<file path="config.mk">
export PLATFORM = sky130hd
export DESIGN_NAME = hash_nonce_search
export DESIGN_NICKNAME = d
export VERILOG_FILES = /design/src/rtl/hash_nonce_search.sv
export SDC_FILE = /design/constraint.sdc
export NUM_CORES = 1
export LEC_CHECK = 0
export ABC_CLOCK_PERIOD_IN_PS = 5500
export BUFFER_PORTS_ARGS = -buffer_cell sky130_fd_sc_hd__buf_2
export CAP_MARGIN = 25
export CELL_PAD_IN_SITES_DETAIL_PLACEMENT = 1
export CELL_PAD_IN_SITES_GLOBAL_PLACEMENT = 1
export CORE_MARGIN = 2
export CORE_UTILIZATION = 30
export CTS_BUF_LIST = sky130_fd_sc_hd__clkbuf_8
export DETAILED_ROUTE_END_ITERATION = 16
export HOLD_SLACK_MARGIN = 0.03
export PLACE_DENSITY_LB_ADDON = 0.1
export SLEW_MARGIN = 25
export SYNTH_ARGS = -nofsm -noshare
export SYNTH_HDL_FRONTEND = slang
export SYNTH_SLANG_ARGS = --single-unit
</file>
<file path="constraint.sdc">
create_clock -name clk -period 5.5 [get_ports clk]
set_input_delay 0.275 -clock clk [delete_from_list [all_inputs] [get_ports clk]]
set_output_delay 0.275 -clock clk [all_outputs]
set_load 0.05 [all_outputs]
</file>
<file path="src/rtl/hash_nonce_search.sv">
// Nonce search driver for the hash core: packs header + nonce, pulses ready,
// qualifies the digest against the target and steps the nonce until done.
//
// state   | meaning
// --------+---------------------------------------------------------------
// S_IDLE  | waiting for start; outputs hold the last search result
// S_LOAD  | core input bytes loaded with header and current nonce
// S_REQ   | ready raised, wait counter cleared
// S_WAIT  | ready held, waiting for hash_valid or timeout
// S_CHECK | ready dropped, digest compared against target
// S_DONE  | one-cycle done pulse, search finished
module hash_nonce_search #(
    parameter logic [31:0] MAX_NONCE = 32'h0000_FFFF,
    parameter int          WAIT_MAX  = 64
) (
    input  logic        clk,
    input  logic        reset,
    input  logic        start,
    input  logic [95:0] block_in,
    input  logic [7:0]  target,
    input  logic        hash_valid,
    input  logic [7:0]  hash_array0,
    input  logic [7:0]  hash_array1,
    input  logic [7:0]  hash_array2,
    output logic [7:0]  array_numbers0,
    output logic [7:0]  array_numbers1,
    output logic [7:0]  array_numbers2,
    output logic [7:0]  array_numbers3,
    output logic [7:0]  array_numbers4,
    output logic [7:0]  array_numbers5,
    output logic [7:0]  array_numbers6,
    output logic [7:0]  array_numbers7,
    output logic [7:0]  array_numbers8,
    output logic [7:0]  array_numbers9,
    output logic [7:0]  array_numbers10,
    output logic [7:0]  array_numbers11,
    output logic [7:0]  array_numbers12,
    output logic [7:0]  array_numbers13,
    output logic [7:0]  array_numbers14,
    output logic [7:0]  array_numbers15,
    output logic        ready,
    output logic        busy,
    output logic        done,
    output logic        found,
    output logic        timeout,
    output logic [31:0] nonce_out
);

    typedef enum logic [2:0] {
        S_IDLE, S_LOAD, S_REQ, S_WAIT, S_CHECK, S_DONE
    } state_t;

    localparam int                CNT_W     = $clog2(WAIT_MAX);
    // REQ plus the WAIT cycles seen so far make up the ready-high time
    localparam logic [CNT_W-1:0]  WAIT_LAST = CNT_W'(WAIT_MAX - 2);

    state_t             state_q, state_d;
    logic [95:0]        hdr_q, hdr_d;
    logic [7:0]         target_q, target_d;
    logic [31:0]        nonce_q, nonce_d;
    logic [31:0]        nonce_out_q, nonce_out_d;
    logic [CNT_W-1:0]   wait_cnt_q, wait_cnt_d;
    logic [127:0]       pack_q, pack_d;
    logic               found_q, found_d;
    logic               timeout_q, timeout_d;
    logic               hash_pass;
    logic               unused_hash2;

    assign unused_hash2 = ^hash_array2;
    assign hash_pass    = (hash_array0 < target_q) && (hash_array1 < target_q);

    always_ff @(posedge clk or negedge reset) begin
        if (!reset) begin
            state_q     <= S_IDLE;
            hdr_q       <= '0;
            target_q    <= '0;
            nonce_q     <= '0;
            nonce_out_q <= '0;
            wait_cnt_q  <= '0;
            pack_q      <= '0;
            found_q     <= 1'b0;
            timeout_q   <= 1'b0;
        end else begin
            state_q     <= state_d;
            hdr_q       <= hdr_d;
            target_q    <= target_d;
            nonce_q     <= nonce_d;
            nonce_out_q <= nonce_out_d;
            wait_cnt_q  <= wait_cnt_d;
            pack_q      <= pack_d;
            found_q     <= found_d;
            timeout_q   <= timeout_d;
        end
    end

    always_comb begin
        state_d     = state_q;
        hdr_d       = hdr_q;
        target_d    = target_q;
        nonce_d     = nonce_q;
        nonce_out_d = nonce_out_q;
        wait_cnt_d  = wait_cnt_q;
        pack_d      = pack_q;
        found_d     = found_q;
        timeout_d   = timeout_q;
        case (state_q)
            S_IDLE: begin
                if (start) begin
                    hdr_d     = block_in;
                    target_d  = target;
                    nonce_d   = '0;
                    found_d   = 1'b0;
                    timeout_d = 1'b0;
                    state_d   = S_LOAD;
                end
            end
            S_LOAD: begin
                pack_d  = {hdr_q, nonce_q};
                state_d = S_REQ;
            end
            S_REQ: begin
                wait_cnt_d = '0;
                state_d    = S_WAIT;
            end
            S_WAIT: begin
                if (hash_valid) begin
                    state_d = S_CHECK;
                end else if (wait_cnt_q == WAIT_LAST) begin
                    timeout_d   = 1'b1;
                    nonce_out_d = nonce_q;
                    state_d     = S_DONE;
                end else begin
                    wait_cnt_d = wait_cnt_q + 1'b1;
                end
            end
            S_CHECK: begin
                if (hash_pass) begin
                    found_d     = 1'b1;
                    nonce_out_d = nonce_q;
                    state_d     = S_DONE;
                end else if (nonce_q == MAX_NONCE) begin
                    nonce_out_d = nonce_q;
                    state_d     = S_DONE;
                end else begin
                    nonce_d = nonce_q + 32'd1;
                    state_d = S_LOAD;
                end
            end
            S_DONE:  state_d = S_IDLE;
            default: state_d = S_IDLE;
        endcase
    end

    assign ready     = (state_q == S_REQ) || (state_q == S_WAIT);
    assign busy      = (state_q == S_LOAD) || (state_q == S_REQ) ||
                       (state_q == S_WAIT) || (state_q == S_CHECK);
    assign done      = (state_q == S_DONE);
    assign found     = found_q;
    assign timeout   = timeout_q;
    assign nonce_out = nonce_out_q;

    assign array_numbers0  = pack_q[127:120];
    assign array_numbers1  = pack_q[119:112];
    assign array_numbers2  = pack_q[111:104];
    assign array_numbers3  = pack_q[103:96];
    assign array_numbers4  = pack_q[95:88];
    assign array_numbers5  = pack_q[87:80];
    assign array_numbers6  = pack_q[79:72];
    assign array_numbers7  = pack_q[71:64];
    assign array_numbers8  = pack_q[63:56];
    assign array_numbers9  = pack_q[55:48];
    assign array_numbers10 = pack_q[47:40];
    assign array_numbers11 = pack_q[39:32];
    assign array_numbers12 = pack_q[31:24];
    assign array_numbers13 = pack_q[23:16];
    assign array_numbers14 = pack_q[15:8];
    assign array_numbers15 = pack_q[7:0];

endmodule

</file>
* Word level (Yosys, flattened, before mapping) *
Cells that the tools add are included.

word-level totals
  flip-flop bits (word level) = 307
  bits of input ports = 132
  output and inout bits = 165
  word-level logic and storage cells = 70

operators by class
  $add $sub $neg = 2
  magnitude comparators = 2
  equality and inequality tests = 16
  muxes and demuxes = 24
  reduce and logical (&&, ||, !) cells = 17

operators by type and width
  cell                                             number
  2-to-1 mux 32 bit                                7
  one-hot mux 32 bit (2 select lines)              2
  adder 32 x 1 -> 32 bit, second input constant    1
  == test 32 x 16 -> 1 bit, second input constant  1
  < comparator 8 bit                               2
  2-to-1 mux 3 bit                                 5
  one-hot mux 3 bit (5 select lines)               1
  != test 2 bit, second input constant             7
  2-to-1 mux 6 bit                                 2
  one-hot mux 6 bit (2 select lines)               1
  AND reduction 4 bit                              3
  nonzero test 2 bit                               4
  adder 6 x 1 -> 6 bit, second input constant      1
  == test 3 x 2 -> 1 bit, second input constant    2
  == test 3 bit, second input constant             2
  == test 6 bit, second input constant             1
  != test 3 bit, second input constant             2
  AND reduction 3 bit                              2
  logical OR 1 bit                                 4
  2-to-1 mux 1 bit                                 4
  one-hot mux 1 bit (2 select lines)               2
  AND reduction 2 bit                              2
  == test 3 x 1 -> 1 bit, second input constant    1
  zero test 3 bit                                  1
  logical AND 1 bit                                1

* Depth between registers and ports, before layout *
Gate-level depths: netlist of run 1.

  word-level depth = 4
  gate-level depth with buffers = 11
  gate-level depth less buffers = 9

* Worst setup path after synthesis of run 1 *
OpenSTA, ideal clock, no wires.

  kind = register to register
  from = register state_q[2]
  to = register nonce_out_q[11], in the netlist nonce_out[11]
  setup time = 0.125 ns
  arrival time = 2.199 ns
  required time = 5.375 ns
  setup slack = 3.177 ns
  stages on the path, launching flop included = 9
  path buffers = 2
  clock period less this slack = 2.323 ns
  cells stage by stage = dfrtp_1 clkbuf_1 nand2b_1 inv_1 nand2_1 nor4_1 nor3_1 buf_2 mux2_2

on the way
  longest elaborated chain between the ends = 3
  elaborated cells on any way between the ends = 8
  those cells by class = eq/ne: 5; mux: 1; reduce/logical: 2

RTL lines
  element                                                  RTL line  RTL
  start: declaration                                       57        state_t state_q, state_d;
  start signal: assignment                                 84        state_q <= state_d;
  == test 3 bit or == test 3 x 2 -> 1 bit (tied branches)  106       case (state_q)
  != test 3 bit (no source line) (tied with other cells)   -
  AND reduction 4 bit (no source line)                     -
  end signal: assignment                                   88        nonce_out_q <= nonce_out_d;
  end: declaration                                         61        logic [31:0] nonce_out_q, nonce_out_d;

Parallel ways exist; a longest one is shown, timed or not.
A chain may end at the register's enable or synchronous reset.

* Final worst setup path of run 1 *
  from = register state_q[0]
  to = register nonce_q[2]

on the way
  longest elaborated chain between the ends = 3
  elaborated cells on any way between the ends = 8
  those cells by class = eq/ne: 4; mux: 1; reduce/logical: 3

RTL lines
  element                                                               RTL line  RTL
  == test 3 bit or zero test 3 bit (tied branches)                      106
  != test 2 bit (no source line) or nonzero test 2 bit (tied branches)  -
  AND reduction 4 bit (no source line)                                  -
  end signal: assignment                                                87        nonce_q <= nonce_d;
  end: declaration                                                      60        logic [31:0] nonce_q, nonce_d;

Parallel ways exist; a longest one is shown, timed or not.

==> out/results.ini, run 1 <==
[job]
maxCapViolations=0

[critical_path]
ff2ff_path_depth=7
crit_type=reg -> reg
rrSetupSlack_ns=2.19
crit_end=nonce_q[2]
crit_fanout=21
worstPathArrival_ns=3.78
crit_path_start=state_q[0]
endpoint_kind=flop
rr_endpoint=nonce_q[2]
cp.required_ns=5.97
worstSetupStartpointType=flop
timing.rr.start=state_q[0]

[synth]
synth_cells=889
async_flop_share_pct=100
synth_top_area_share_pct=61.2
synthesis.nets=1038
synth_cell_type_count=50
synth_seq_cells=307
synth-main-ff-cell=dfrtp_1
synth_enable_flop_cells=0
yosysTopAreaCell=dfrtp_1
synth.area.top_cells=dfrtp_1 (61%), mux2_2 (23%), ha_1 (1.7%)
syn_area_um2=12500
avgSynthCellArea_um2=14.1
ys_seq_area_share_pct=61.2
yosys_warnings=0

[routing]
dr.pass1.iters=4
drtIter0Drc=395
vias_per_cell=4.71
wl_per_cell_um=18.4
drtAntennaViolNets=0
routed_wl_um=34500
drc=0
vias=8810

[global_routing]
grt_pass1_vias=9524
grt_use_total_pct=16.0
gr-total-overflow=0
antenna_found_initial=3
grt_max_degree=148
grt_pass1_wl_um=55000

[sta]
period_share_pct=60.2
relSlewSlack_pct=36.6
setup_viol=0
rsz0062_at_grt=no
worstMarginPinSlew_ns=0.945
setup_tns_ns=0
finalCriticalPeriod_ns=3.31
finalWorstSetupSlack_ns=2.19
clock_skew_ns=0.0159
hold_viol_final=0
final_max_slew_viol_count=0
max_clock_freq_mhz=302

[clock_network]
clock-sinks=307
cts_htree_levels=2
worstSkewPairLatency_ns=0.63
numCtsBuffers=56
cts_root_buf=clkbuf_8
cts_tree=done
clk_pin_slew_ns=0.06
clk_path_buf_depth=3

[placement]
port_buffers=288
place_hpwl_um=22300
placed_cell_area_um2=14600
gp_congestion=0.712
post-place-ws_ns=2.13

[die]
ios=297
die_w_um=208
fp.coreArea_um2=41000
design.die.area_um2=43500
start_util_pct=30.6
rows=74
fp.dieH_um=208

[power_and_ir_drop]
power_density_nw_per_um2=553
ir_drop_mv=0.306
leakagePower_nw=8.03

[worst_hold_path]
hold_class=in -> async

[layout]
layout.nets=1448
layout-drive-gt1-share_pct=47.2
syn2layout_area_growth_pct=33.0
fin_area_um2=16700
final_util_pct=40.7

[run_status]
status=finished clean

cell families after synthesis:
kind of cell	count (synthesis)	synth area share, %
AO/OA/AOI/OAI	109	5.78
XOR/XNOR	5	0.349
adder cells (fa/ha/maj)	17	1.70
buffers and inverters	64	2.08
flip-flops	307	61.2
multiplexers	257	23.1
AND/OR/NAND/NOR	130	5.78
Yosys cell counts, types with 2 or more instances:
master    instances
nand4_1           5
a211oi_1          2
nor3b_1           2
nand3_2           2
xnor2_1           2
o21bai_1          2
nor3_1            5
a21o_1            2
o22a_1            5
nand2b_1          5
nor4_4            2
inv_1            11
o31ai_1          28
nor4_1            7
and3_1           12
buf_1             4
or3_1             3
and4_1            5
xor2_1            3
or4_1             2
dfrtp_1         307
a211o_1           3
nor2_1           17
mux2_2          256
and2_1            4
a31oi_1           4
o21ai_0          31
clkbuf_1         34
nand3_1          19
a21oi_1          15
nand2_1          34
ha_1             17
buf_2            13
o41ai_1          10
sequential cells by signal, summed over array words and instances, names as in the netlist:
| name | cells |
|---|---|
| found | 1 |
| hdr_q | 96 |
| nonce_out | 32 |
| nonce_q | 32 |
| pack_q | 128 |
| state_q | 3 |
| target_q | 8 |
| timeout | 1 |
| wait_cnt_q | 6 |
layer usage:
layer  GRT usage [%]  share of wire [%]
met4            5.61                2.1
met1            20.5                 44
met5               0              0.046
met2            25.3                 46
met3            5.58                7.6
metrics by stage:
step | instances | hold WS [ns] | total power [mW]
detailed placement | 1666 | 0.387 | 7.21
floorplan | 889 | -0.0206 | 6.22
global route | 1872 | 0.293 | 9.81
finish | 1872 | 0.249 | 9.22
CTS | 1870 | 0.260 | 9.42
global placement | 1666 | 0.391 | 7.15
power breakdown:
part           switching, mW  internal [mW]
logic                   2.38           1.33
registers              0.394           3.07
clock network          0.964           1.08
how the worst min path moves through the flow:
stage / startpoint / to
4_1_cts: reset / pack_q[21]
3_5_place_dp: reset / pack_q[21]
5_1_grt: reset / pack_q[19]
6_report: reset / pack_q[19]
3_3_place_gp: reset / pack_q[19]
2_1_floorplan: reset / found
cell type report:
class                           count  area (um^2)
Tap cell                          532          666
Timing Repair Buffer              405         2640
Sequential cell                   307         7680
Clock buffer                       63          867
Inverter                           11         41.3
Clock inverter                     34          171
Multi-Input combinational cell    518         4620
Antenna cell                        2         5.00
Fill cell                        4391        24300
cell usage in the layout, fill, tap and decap left out, types with 4 or more instances in the layout:
master         synthesis  routed
and2_1                 4       4
ha_1                  17      17
o22a_1                 5       5
and4_1                 5       5
dfrtp_1              307     307
buf_4                  1       7
nand4_1                5       5
dlygate4sd3_1          0     107
clkbuf_8               0      63
o31ai_1               28      28
nor3_1                 5       4
inv_1                 11      40
nor4_1                 7       7
o21ai_0               31      31
a21oi_1               15      15
mux2_2               256     256
and3_1                12      12
o41ai_1               10      10
nand2b_1               5       5
buf_2                 13     287
nand3_1               19      19
nand2_1               34      34
a31oi_1                4       4
nor2_1                17      17
worst max-delay path, stage by stage, from the launching register on:
cell and delay (ns):
dfrtp_1 0.49, nor2_1 0.42, nand2_1 0.29, a31oi_1 0.20, and3_1 0.17, o211a_1 0.54, or3_1 0.82, o21ai_0 0.21
repair_timing:
action                     in CTS  in global routing
setup endpoints to repair       0                  0
hold endpoints to repair      205                  0
setup buffers                   0                  0
hold buffers                  107                  0
resized for setup               0                  0
Power figures use the tool's default switching activity.
==> run 2: changes to the inputs <==
Settings changed: ABC_CLOCK_PERIOD_IN_PS 5500 to 2970.
Clock period 5.5 ns to 2.97 ns, I/O delays scaled along.
==> out/results.ini, run 2 (synthesis gave the netlist of run 1 again) <==
[critical_path]
cp.depth=10  ; +3
crit_path_cell_trace=inv_1 > ha_1 > a211oi_1 > nand2_1 > a211oi_1 > and3_1 > o211a_1 > buf_4 > nor3_1 > o22a_1
critPathSlowestCell=buf_4
cp.required_ns=3.49  ; -2.48 ns
worstSetupStartpointType=flop
ff2ff_path_depth=10  ; +3
worstPathArrival_ns=3.07  ; -0.71 ns
crit_type=reg -> reg
cp_common_cell=a211oi_1
worst-path-buf-inv=2  ; +2
endpoint_kind=flop
crit_fanout=25  ; +19%
max_stage_delay_ns=0.37  ; -0.45 ns
crit_family=compound AO/OA/AOI/OAI gates

[sta]
rsz0062_at_grt=no
period_share_pct=85.7  ; +25 points
relSlewSlack_pct=34.3  ; -2.3 points
setup_tns_ns=0  ; unchanged
worstMarginPinSlew_ns=0.979  ; +0.0347 ns
finalCriticalPeriod_ns=2.54  ; -0.767 ns
hold_viol_final=0  ; unchanged
max_clock_freq_mhz=393  ; +30%
final_max_slew_viol_count=0  ; unchanged
clock_skew_ns=0.0216  ; +0.00561 ns
setup_viol=0  ; unchanged

[die]
fp.dieH_um=208  ; unchanged
die_w_um=208  ; unchanged
design.die.area_um2=43500  ; unchanged
ios=297  ; unchanged
start_util_pct=30.6  ; unchanged
fp.coreArea_um2=41000  ; unchanged
rows=74  ; unchanged

[layout]
top_register=pack_q
layout.cells.most_common_list=dfrtp_1 (307), buf_2 (287), mux2_2 (256), dlygate4sd3_1 (107), clkbuf_8 (68)
layout.nets=1465  ; +1.2%
fin_area_um2=16900  ; +1.2%
largestRegisters=pack_q: 128 flops, hdr_q: 96 flops
multi_input_area_um2=4620  ; unchanged
fillerInstances=4378  ; -0.30%
largest_register_ffs=128  ; unchanged
layout_commonest_cell=dfrtp_1
layout.area.seq_um2=7680  ; unchanged
syn2layout_area_growth_pct=34.6
layout-drive-gt1-share_pct=48.5  ; +1.3 points

[run_status]
status=finished clean

[global_routing]
grt_pass1_wl_um=56200  ; +2.1%
antenna_found_initial=3  ; unchanged
grt_max_degree=99  ; -33%
grt_use_total_pct=16.4  ; +0.32 points
grt_pass1_vias=9701  ; +1.9%
gr-total-overflow=0  ; unchanged

[clock_network]
cts_resized=0  ; unchanged
worstSkewPairLatency_ns=0.63  ; about the same
post_cts_buffers=0  ; unchanged
cts_root_buf=clkbuf_8
clk_path_buf_depth=3  ; unchanged
numCtsBuffers=56  ; unchanged
clk_pin_slew_ns=0.06  ; about the same
cts_htree_levels=2  ; unchanged
cts_tree=done
ctsHoldBuffers=107  ; unchanged
clock-sinks=307  ; unchanged

[power_and_ir_drop]
leakagePower_nw=8.13  ; +1.2%
switching_power_mw=6.99  ; +87%
swShare_pct=40.5  ; -0.079 points
power.clock.fraction_pct=22.4  ; +0.2 points
ir_drop_mv=0.645  ; +110%
p_seq_share_pct=37.1  ; -0.4 points
p_int_mw=10.3  ; +88%
p_comb_share_pct=40.6  ; +0.3 points
power_density_nw_per_um2=1020  ; +85%

[placement]
placed_cell_area_um2=14700  ; +1.2%
gp_congestion=0.729  ; +2.4%
place_hpwl_um=23400  ; +5.0%
port_buffers=288  ; unchanged

[routing]
routed_wl_um=35100  ; +1.9%
drtAntennaViolNets=0  ; unchanged
dr.pass1.iters=4  ; unchanged
wl_per_cell_um=18.6  ; +0.94%
drc=0  ; unchanged
vias_per_cell=4.71  ; about the same
drtIter0Drc=312  ; -21%
vias=8891  ; +0.92%

[worst_hold_path]
hold_class=in -> async

[job]
maxCapViolations=0  ; unchanged

==> run 2: cell count changes in the layout (fill, tap and decap cells not counted) <==
cell and change:
inv_6 +2, clkinvlp_4 -1, clkinv_2 +5, inv_8 -1, inv_1 -9, buf_4 +13
bufinv_16 -1, buf_12 +4, clkbuf_8 +5
==> run 2: worst reg2reg max path, stage by stage, from the launching register on <==
cell and delay, ns:
dfrtp_1 0.35, inv_1 0.08, ha_1 0.26, a211oi_1 0.24, nand2_1 0.08, a211oi_1 0.18
and3_1 0.19, o211a_1 0.35, buf_4 0.37, nor3_1 0.11, o22a_1 0.23
==> run 2: cell type report <==
type / instances / share of cell area [%]
antenna: 2 / 0.0296
clock buffer: 68 / 5.54
clock inverter: 29 / 0.778
inverter: 11 / 0.244
multi-input combinational: 518 / 27.3
sequential: 307 / 45.5
tap: 532 / 3.94
timing repair buffer: 422 / 16.7
==> run 2: power by group through the flow <==
stage	clock, mW	combinational, mW	sequential, mW
final	3.86	7.00	6.40
after global routing	4.24	7.48	6.63
after CTS	4.06	7.14	6.42
after detailed placement	0	7.01	6.47
after global placement	0	6.93	6.41
after floorplan	0	2.75	8.76
==> run 2: path summary, 6_finish.rpt <==
kind                                to  slack, ns    startpoint
setup / recovery           nonce_q[18]       0.43   target_q[7]
setup reg to reg           nonce_q[18]       0.43   target_q[7]
hold reg to reg                timeout       0.49       timeout
max in group asynchronous   pack_q[36]       2.05         reset
min in group clk             hdr_q[34]       0.28  block_in[34]
hold / removal              pack_q[21]       0.11         reset
==> run 2: stage by stage <==
step                hold slack (ns)  util [%]  total power [mW]  instances  setup slack [ns]
floorplan                    -0.147         -              11.5        889             0.647
global placement              0.206      36.0              13.3       1683             0.404
detailed placement            0.202      36.0              13.5       1683             0.414
CTS                          0.0692      41.2              17.6       1887             0.400
global route                  0.109      41.2              18.3       1889             0.156
finish                        0.113      41.2              17.3       1889             0.426
==> run 2: per-layer routing <==
layer	wire, um	GRT usage [%]	vias up
met1	15300	21.3	4495
met4	787	5.46	2
li1	-	-	4096
met3	2670	5.54	61
met2	16400	25.6	237
met5	11	0	-
